### src/rtl/bcd_mul_sequencer.sv
// rtl/bcd_mul_sequencer.sv - BCD multiplier sequencer over a shared 4x4 digit multiplier (optional CHECK_DIGITS_EN)
//
// Feeds one digit pair per cycle to an external combinational digit multiplier.
// Each digit product is scaled by 10^(i+j) and added to a binary accumulator.
// Define CHECK_DIGITS_EN to reject operands that contain digits above 9.
// With it, such operands give result=0 and err=1. Without it, err is tied low.

module bcd_mul_sequencer #(
  parameter int NDIG = 2,
  parameter int PW   = 15
) (
  input  logic              clk_i,
  input  logic              rst_i,
  input  logic              op_valid_i,
  output logic              op_ready_o,
  input  logic [4*NDIG-1:0] a_bcd_i,
  input  logic [4*NDIG-1:0] b_bcd_i,
  output logic [3:0]        dig_a_o,
  output logic [3:0]        dig_b_o,
  input  logic [7:0]        dig_p_i,
  output logic              res_valid_o,
  input  logic              res_ready_i,
  output logic [PW-1:0]     result_o,
  output logic              err_o,
  output logic              busy_o
);

  localparam int IW   = (NDIG > 1) ? $clog2(NDIG) : 1;
  localparam int NPOW = 2 * NDIG - 1;
  localparam logic [IW-1:0] LAST = IW'(NDIG - 1);

  typedef enum logic [1:0] {
    S_IDLE = 2'd0,
    S_MUL  = 2'd1,
    S_DONE = 2'd2
  } state_e;

  state_e            state_q, state_d;
  logic [4*NDIG-1:0] a_q, a_d, b_q, b_d;
  logic [IW-1:0]     i_q, i_d, j_q, j_d;
  logic [PW-1:0]     acc_q, acc_d;
  logic [PW-1:0]     result_q, result_d;
  logic              res_valid_q, res_valid_d;
  logic              skip_mul;

  logic [3:0]        dig_a_sel, dig_b_sel;
  logic [IW:0]       exp_sum;
  logic [PW-1:0]     scale;
  logic [PW-1:0]     term;

  // 10^e, built with a fixed loop bound so it folds to a constant per call site
  function automatic logic [PW-1:0] pow10(input int e);
    logic [PW-1:0] p;
    p = PW'(1);
    for (int n = 0; n < NPOW; n++) begin
      if (n < e) p = p * PW'(10);
    end
    return p;
  endfunction

`ifdef CHECK_DIGITS_EN
  logic err_q, err_d;
  logic op_bad;

  // Any nibble above 9 is not a BCD digit
  function automatic logic has_bad_digit(input logic [4*NDIG-1:0] v);
    logic bad;
    bad = 1'b0;
    for (int k = 0; k < NDIG; k++) begin
      if (v[k*4 +: 4] > 4'd9) bad = 1'b1;
    end
    return bad;
  endfunction

  assign op_bad   = has_bad_digit(a_bcd_i) | has_bad_digit(b_bcd_i);
  // A flagged operation spends a single cycle in MUL and skips all digit products
  assign skip_mul = err_q;
  assign err_o    = err_q;
`else
  assign skip_mul = 1'b0;
  assign err_o    = 1'b0;
`endif

  // Select the current digit pair from the registered indices
  always_comb begin
    dig_a_sel = 4'd0;
    dig_b_sel = 4'd0;
    for (int k = 0; k < NDIG; k++) begin
      if (i_q == IW'(k)) dig_a_sel = a_q[k*4 +: 4];
      if (j_q == IW'(k)) dig_b_sel = b_q[k*4 +: 4];
    end
  end

  // Look up the decimal weight 10^(i+j) of the current digit pair
  always_comb begin
    exp_sum = {1'b0, i_q} + {1'b0, j_q};
    scale   = '0;
    for (int k = 0; k < NPOW; k++) begin
      if (int'(exp_sum) == k) scale = pow10(k);
    end
  end

  assign term = PW'(dig_p_i) * scale;

  // The multiplier sees digits only while products are being accumulated
  assign dig_a_o = (state_q == S_MUL && !skip_mul) ? dig_a_sel : 4'd0;
  assign dig_b_o = (state_q == S_MUL && !skip_mul) ? dig_b_sel : 4'd0;

  assign op_ready_o  = (state_q == S_IDLE) && !rst_i;
  assign busy_o      = (state_q != S_IDLE);
  assign res_valid_o = res_valid_q;
  assign result_o    = result_q;

  // Next-state logic: accept, walk i (inner) then j (outer), then hold the result
  always_comb begin
    state_d     = state_q;
    a_d         = a_q;
    b_d         = b_q;
    i_d         = i_q;
    j_d         = j_q;
    acc_d       = acc_q;
    result_d    = result_q;
    res_valid_d = res_valid_q;
`ifdef CHECK_DIGITS_EN
    err_d       = err_q;
`endif
    case (state_q)
      S_IDLE: begin
        if (op_valid_i) begin
          a_d     = a_bcd_i;
          b_d     = b_bcd_i;
          acc_d   = '0;
          i_d     = '0;
          j_d     = '0;
          state_d = S_MUL;
`ifdef CHECK_DIGITS_EN
          err_d   = op_bad;
`endif
        end
      end
      S_MUL: begin
        if (skip_mul) begin
          result_d    = '0;
          res_valid_d = 1'b1;
          state_d     = S_DONE;
        end else begin
          acc_d = acc_q + term;
          if (i_q == LAST) begin
            i_d = '0;
            if (j_q == LAST) begin
              result_d    = acc_q + term;
              res_valid_d = 1'b1;
              state_d     = S_DONE;
            end else begin
              j_d = j_q + IW'(1);
            end
          end else begin
            i_d = i_q + IW'(1);
          end
        end
      end
      S_DONE: begin
        if (res_ready_i) begin
          res_valid_d = 1'b0;
          state_d     = S_IDLE;
        end
      end
      default: begin
        state_d = S_IDLE;
      end
    endcase
  end

  // State and datapath registers; reset aborts any operation in flight
  always_ff @(posedge clk_i or posedge rst_i) begin
    if (rst_i) begin
      state_q     <= S_IDLE;
      a_q         <= '0;
      b_q         <= '0;
      i_q         <= '0;
      j_q         <= '0;
      acc_q       <= '0;
      result_q    <= '0;
      res_valid_q <= 1'b0;
`ifdef CHECK_DIGITS_EN
      err_q       <= 1'b0;
`endif
    end else begin
      state_q     <= state_d;
      a_q         <= a_d;
      b_q         <= b_d;
      i_q         <= i_d;
      j_q         <= j_d;
      acc_q       <= acc_d;
      result_q    <= result_d;
      res_valid_q <= res_valid_d;
`ifdef CHECK_DIGITS_EN
      err_q       <= err_d;
`endif
    end
  end

endmodule

### config.mk
export PLATFORM = sky130hd
export DESIGN_NAME = bcd_mul_sequencer
export DESIGN_NICKNAME = d
export VERILOG_FILES = /design/src/rtl/bcd_mul_sequencer.sv
export SDC_FILE = /design/constraint.sdc
export NUM_CORES = 1
export LEC_CHECK = 0
export BUFFER_PORTS_ARGS = -buffer_cell sky130_fd_sc_hd__buf_2
export CAP_MARGIN = 20
export CORE_MARGIN = 2
export CORE_UTILIZATION = 50
export CTS_BUF_LIST = sky130_fd_sc_hd__clkbuf_16
export DETAILED_ROUTE_END_ITERATION = 7
export GPL_TIMING_DRIVEN = 0
export PLACE_DENSITY = 0.75
export SETUP_SLACK_MARGIN = 0.02
export SLEW_MARGIN = 40
export SYNTH_ARGS = -nofsm -noshare
export SYNTH_HDL_FRONTEND = slang
export SYNTH_SLANG_ARGS = --single-unit
### constraint.sdc
create_clock -name clk_i -period 10.8 [get_ports clk_i]
set_clock_uncertainty 0.05 [all_clocks]
set_input_delay 2.7 -clock clk_i [delete_from_list [all_inputs] [get_ports clk_i]]
set_output_delay 2.7 -clock clk_i [all_outputs]
set_load 0.1 [all_outputs]
==> reports/metrics.yaml, run 1 <==
cts_buffers: 5
tightestPinTransition_ns: 0.548
htreeDepth: 2
dieArea_um2: 9180
dieWidth_um: 95.8
r2r_start: "i_q$_DFFE_PP0P_"
min_path_cells: 2
rsz0062_at_grt: "no"
path_cells: "buf_2 > and2_1 > inv_1 > fa_1 > inv_1 > fa_1 > inv_1 > fa_1 > fa_1 > inv_1 > ha_1 > and2_4 > a221o_1 > o211a_1 > o21a_1 > o31ai_1"
rows: 33
setup_viol: 0
path_clk_slew_ns: 0.06
syn_area_um2: 4220
critPathKind: "in -> reg"
cts_tree: "built"
dp_hpwl_um: 7140
grt_pass1_vias: 3285
min_from: "result_o[2]$_DFFE_PP0P_"
synth.mux.area_fraction_pct: 6.17
synth-edff-count: 0
cp.required_ns: 10.94
syn_to_final_growth_pct: 14.0
hold_viol: 0
yosys.area.top_type: "dfrtp_1"
ys_warn_count: 0
start_util_pct: 51.6
ys_types: 45
vias: 3245
max_freq_ghz: 0.149
drcViolationCount: 0
avgSynthCellArea_um2: 9.33
synth_fp_nets: 558
reg2reg_depth: 19
synth_area_leaders: "dfrtp_1 (30%), fa_1 (16%), ha_1 (13%)"
async_flop_share_pct: 100
drt_iter0_drc: 105
finalSetupTns_ns: 0
yosysSeqAreaShare_pct: 30.3
grt_max_degree: 27
period_share_pct: 62.2
slowest_delay_ns: 0.55
track_usage_pct: 20.9
drtAntennaViolNets: 0
startpoint: "dig_p_i[1]"
synthCells: 452
core_area_um2: 8180
arrival_ns: 6.86
worstPathMaxFanout: 4
crit_family: "adder cells"
status: "completed"
cp-start-kind: "primary input"
io_pins: 55
drv_slew: 0
antenna_found_initial: 0
vias_per_cell: 5.24
detail_route.wl_per_cell_um: 14.2
place_ws_ns: 3.79
die_h_um: 95.8
slew_headroom_pct: 63.4
min_path_type: "reg -> reg"
final_common_cell: "inv_1"
gp_congestion: 0.886
drive_above_1_share_pct: 16.1
endpoint_kind: "flop"
synthXorXnorAreaFrac_pct: 2.28
grt_pass1_wl_um: 14800
synth_top_area_share_pct: 30.3
cts_num_sinks: 51
final.setup.worst_slack_ns: 4.08
ys_ff_latch: 51
rrSetupSlack_ns: 5.25
grt_overflow: 0
timing.final.crit_period_ns: 6.72
cts_resized: 0
synth_top_family_by_area: "adder cells"
cts_root_buf: "clkbuf_16"
n_antenna_cell: 0
worst-path-stages: 16
io_buffers: 53
synth-simple-area-share_pct: 13.7
layout_common_cells: "inv_1 (95), buf_2 (54), nand2_1 (53), dfrtp_1 (51), ha_1 (44)"
clkLatencyLatePin_ns: 0.29
synth_compound_area_share_pct: 8.07
critical_path.slowest_cell: "fa_1"
fillers: 732
max_cap_viol_count: 0
clk_path_buf_depth: 2
postCtsSetupBuffers: 0
synth_fa_ha_area_share_pct: 29.2
totalWireLength_um: 8790
drtPass1Iterations: 5
path_buf_inv: 5
holdBufCountCts: 0
synth_top_flop_cell: "dfrtp_1"
nets: 619
[cell families after synthesis]
| logic type | Yosys count |
|---|---|
| AND/OR/NAND/NOR | 123 |
| buffers and inverters | 113 |
| adder cells (fa/ha/maj) | 78 |
| AO/OA/AOI/OAI | 51 |
| flip-flops | 51 |
| multiplexers | 24 |
| XOR/XNOR | 11 |
| other | 1 |
[state kept, by name, summed over array words and instances (netlist names)]
register     count
acc_q           15
i_q              1
state_q          2
result_o        15
res_valid_o      1
b_q              8
j_q              1
a_q              8
[worst register-to-register path, delay by kind of cell (launching register included)]
kind / cells / cell delay [ns]
buffers and inverters: 6 / 0.71
AND/OR/NAND/NOR: 2 / 0.33
flip-flops: 1 / 0.35
XOR/XNOR: 1 / 0.19
adder cells (fa/ha/maj): 6 / 2.75
AO/OA/AOI/OAI: 4 / 1.07
[cell type report]
cell class              instances  area, um^2  share of cell area (%)
inverters                      96         363                    7.55
clock buffers                   5         125                    2.60
clock inverters                 3        46.3                   0.963
plain buffers                  17        68.8                    1.43
flip-flops and latches         51        1280                    26.5
repair buffers                 54         285                    5.93
multi-input cells             288        2510                    52.2
well taps                     105         131                    2.73
[cell usage after synthesis, drive strengths merged (2+ instances only)]
cell type and n:
fa 34, or3 2, nand4 7, a21o 8, nand2b 2, ha 44, inv 96, xor2 6
o21a 3, nand2 53, mux2 16, nand3 20, dfrtp 51, o21ai 17, xnor2 5, a211o 3
buf 3, mux2i 8, clkbuf 14, and3 3, nor3 4, o31ai 2, a31oi 3, nor2 14
a21oi 5, and2 14
[metal layers]
layer  track usage [%]  up-vias  part of all wire [%]
li1                  -     1571                     -
met1              26.7     1577                    42
met2              36.8       86                    51
met3              3.92       11                   5.4
met4              4.76        0                   1.6
met5                 0        -                     0
[worst paths after layout]
kind,to
worst max register to register,result_o[10]$_DFFE_PP0P_
worst max-delay path,result_o[10]$_DFFE_PP0P_
worst min register to register,result_o[2]$_DFFE_PP0P_
min in group asynchronous,a_q[0]$_DFFE_PP0P_
worst min-delay path,result_o[2]$_DFFE_PP0P_
max in group asynchronous,result_o[10]$_DFFE_PP0P_
[stage by stage]
stage / utilization [%] / instance area (um^2) / std cells / hold WS [ns]
final: 58.8 / 4810 / 619 / 0.422
after global routing: 58.8 / 4810 / 619 / 0.444
after CTS: 58.8 / 4810 / 619 / 0.427
after detailed placement: 56.7 / 4640 / 611 / 0.411
after global placement: 56.4 / 4610 / 610 / 0.406
after floorplan: - / 4220 / 452 / 0.417
Power of run 1 is left out: the tool's default activity adds up to more than one toggle a clock period on the data nets, which glitch-free logic cannot reach.
==> inputs of run 2 (changes only) <==
Settings changed: PLACE_DENSITY 0.75 to 0.77.
Clock period 10.8 ns to 5.7 ns, I/O delays scaled along.
==> run 2 against run 1 <==
  * Clock-buffer cell count is the same
  * Global-route usage is essentially flat
  * Non-clock buffer count is the same
  * Register-to-register slack lost 5.0 ns
==> reports/metrics.yaml, run 2 (same netlist as run 1, synthesis figures left out) <==
path_buf_inv: 5
cts_num_sinks: 51
postCtsSetupBuffers: 0
drv_slew: 0
critPathKind: "in -> reg"
dieArea_um2: 9180
status: "completed"
setup_viol: 0
clk_path_buf_depth: 2
track_usage_pct: 20.9
critical_path.slowest_cell: "fa_1"
grt_overflow: 0
worstPathMaxFanout: 4
drtAntennaViolNets: 0
endpoint_kind: "flop"
rows: 33
rrSetupSlack_ns: 0.28
drcViolationCount: 0
totalWireLength_um: 8940
cts_buffers: 5
io_pins: 55
grt_max_degree: 27
final_core_util_pct: 58.8
dp_hpwl_um: 7220
antenna_found_initial: 0
cp-start-kind: "primary input"
max_cap_viol_count: 0
n_antenna_cell: 0
slew_headroom_pct: 61.5
vias_per_cell: 5.34
crit_family: "adder cells"
timing.final.crit_period_ns: 5.48
start_util_pct: 51.6
cp.required_ns: 5.83
drive_above_1_share_pct: 16.5
clkLatencyLatePin_ns: 0.29
drtPass1Iterations: 4
grt_pass1_wl_um: 14800
io_buffers: 53
vias: 3304
layout_common_cells: "inv_1 (95), buf_2 (54), nand2_1 (53), dfrtp_1 (51), ha_1 (44)"
detail_route.wl_per_cell_um: 14.4
tightestPinTransition_ns: 0.577
max_freq_ghz: 0.182
nets: 619
finalSetupTns_ns: 0
final_common_cell: "inv_1"
die_h_um: 95.8
drt_iter0_drc: 135
min_path_type: "reg -> reg"
core_area_um2: 8180
dieWidth_um: 95.8
gp_congestion: 0.895
hold_viol: 0
htreeDepth: 2
syn_to_final_growth_pct: 14.1
path_clk_slew_ns: 0.07
grt_pass1_vias: 3318
cts_tree: "built"
rsz0062_at_grt: "no"
period_share_pct: 96.2
slowest_delay_ns: 0.55
path_cells: "buf_2 > and2_1 > inv_1 > fa_1 > inv_1 > fa_1 > inv_1 > fa_1 > fa_1 > inv_1 > ha_1 > and2_4 > a221o_1 > o2111ai_1 > a211o_1 > nand3_1"
cts_root_buf: "clkbuf_16"
arrival_ns: 5.61
[run 2: layout make-up]
class                   instances  area, um^2
clock buffers                   5         125
inverters                      96         363
plain buffers                  17        71.3
repair buffers                 54         285
clock inverters                 3        46.3
flip-flops and latches         51        1280
fillers                       732        3370
multi-input cells             288        2510
well taps                     105         131
[run 2: what timing repair did]
action                                  CTS  global route
endpoints found under the setup margin    0             7
hold buffers                              0             0
resized for setup                         0             4
[run 2: final timing paths]
check                                   startpoint                 endpoint  depth (start not counted)
setup reg to reg                   i_q$_DFFE_PP0P_    acc_q[14]$_DFFE_PP0P_                         19
min in group asynchronous                    rst_i  res_valid_o$_DFFE_PP0P_                          2
hold / removal             result_o[2]$_DFFE_PP0P_  result_o[2]$_DFFE_PP0P_                          2
setup / recovery                        dig_p_i[1]    acc_q[14]$_DFFE_PP0P_                         16
hold reg to reg            result_o[2]$_DFFE_PP0P_  result_o[2]$_DFFE_PP0P_                          2
max in group asynchronous                    rst_i    acc_q[13]$_DFFE_PP0P_                          3
[run 2: worst reg2reg max path: stages, from the launching register on]
cell       delay, ns
dfrtp_1         0.37
clkbuf_2        0.22
inv_1           0.11
ha_1            0.52
nand2_1         0.17
xor2_1          0.19
ha_1            0.28
inv_1           0.05
fa_1            0.53
inv_1           0.06
fa_1            0.52
inv_1           0.06
fa_1            0.54
inv_1           0.04
ha_1            0.34
and2_4          0.16
a221o_1         0.39
o2111ai_1       0.42
a211o_1         0.21
nand3_1         0.07
[run 2: metrics by stage]
stage	area, um^2	hold WS (ns)	std cells	setup WS, ns
after floorplan	4220	0.417	452	0.345
after global placement	4610	0.405	610	0.0396
after detailed placement	4640	0.416	611	-0.0519
after CTS	4810	0.432	619	0.155
after global routing	4810	0.464	619	0.0219
final	4810	0.428	619	0.217
[run 2: routing by layer]
layer	global-route usage (%)	wire length, um	part of all wire [%]	vias to the layer above
li1	-	-	-	1574
met1	25.8	3780	42	1616
met2	36.2	4460	50	93
met3	4.46	422	4.7	21
met4	7.14	274	3.1	0
met5	0	0	0	-
Power of run 2 is left out for the same reason.
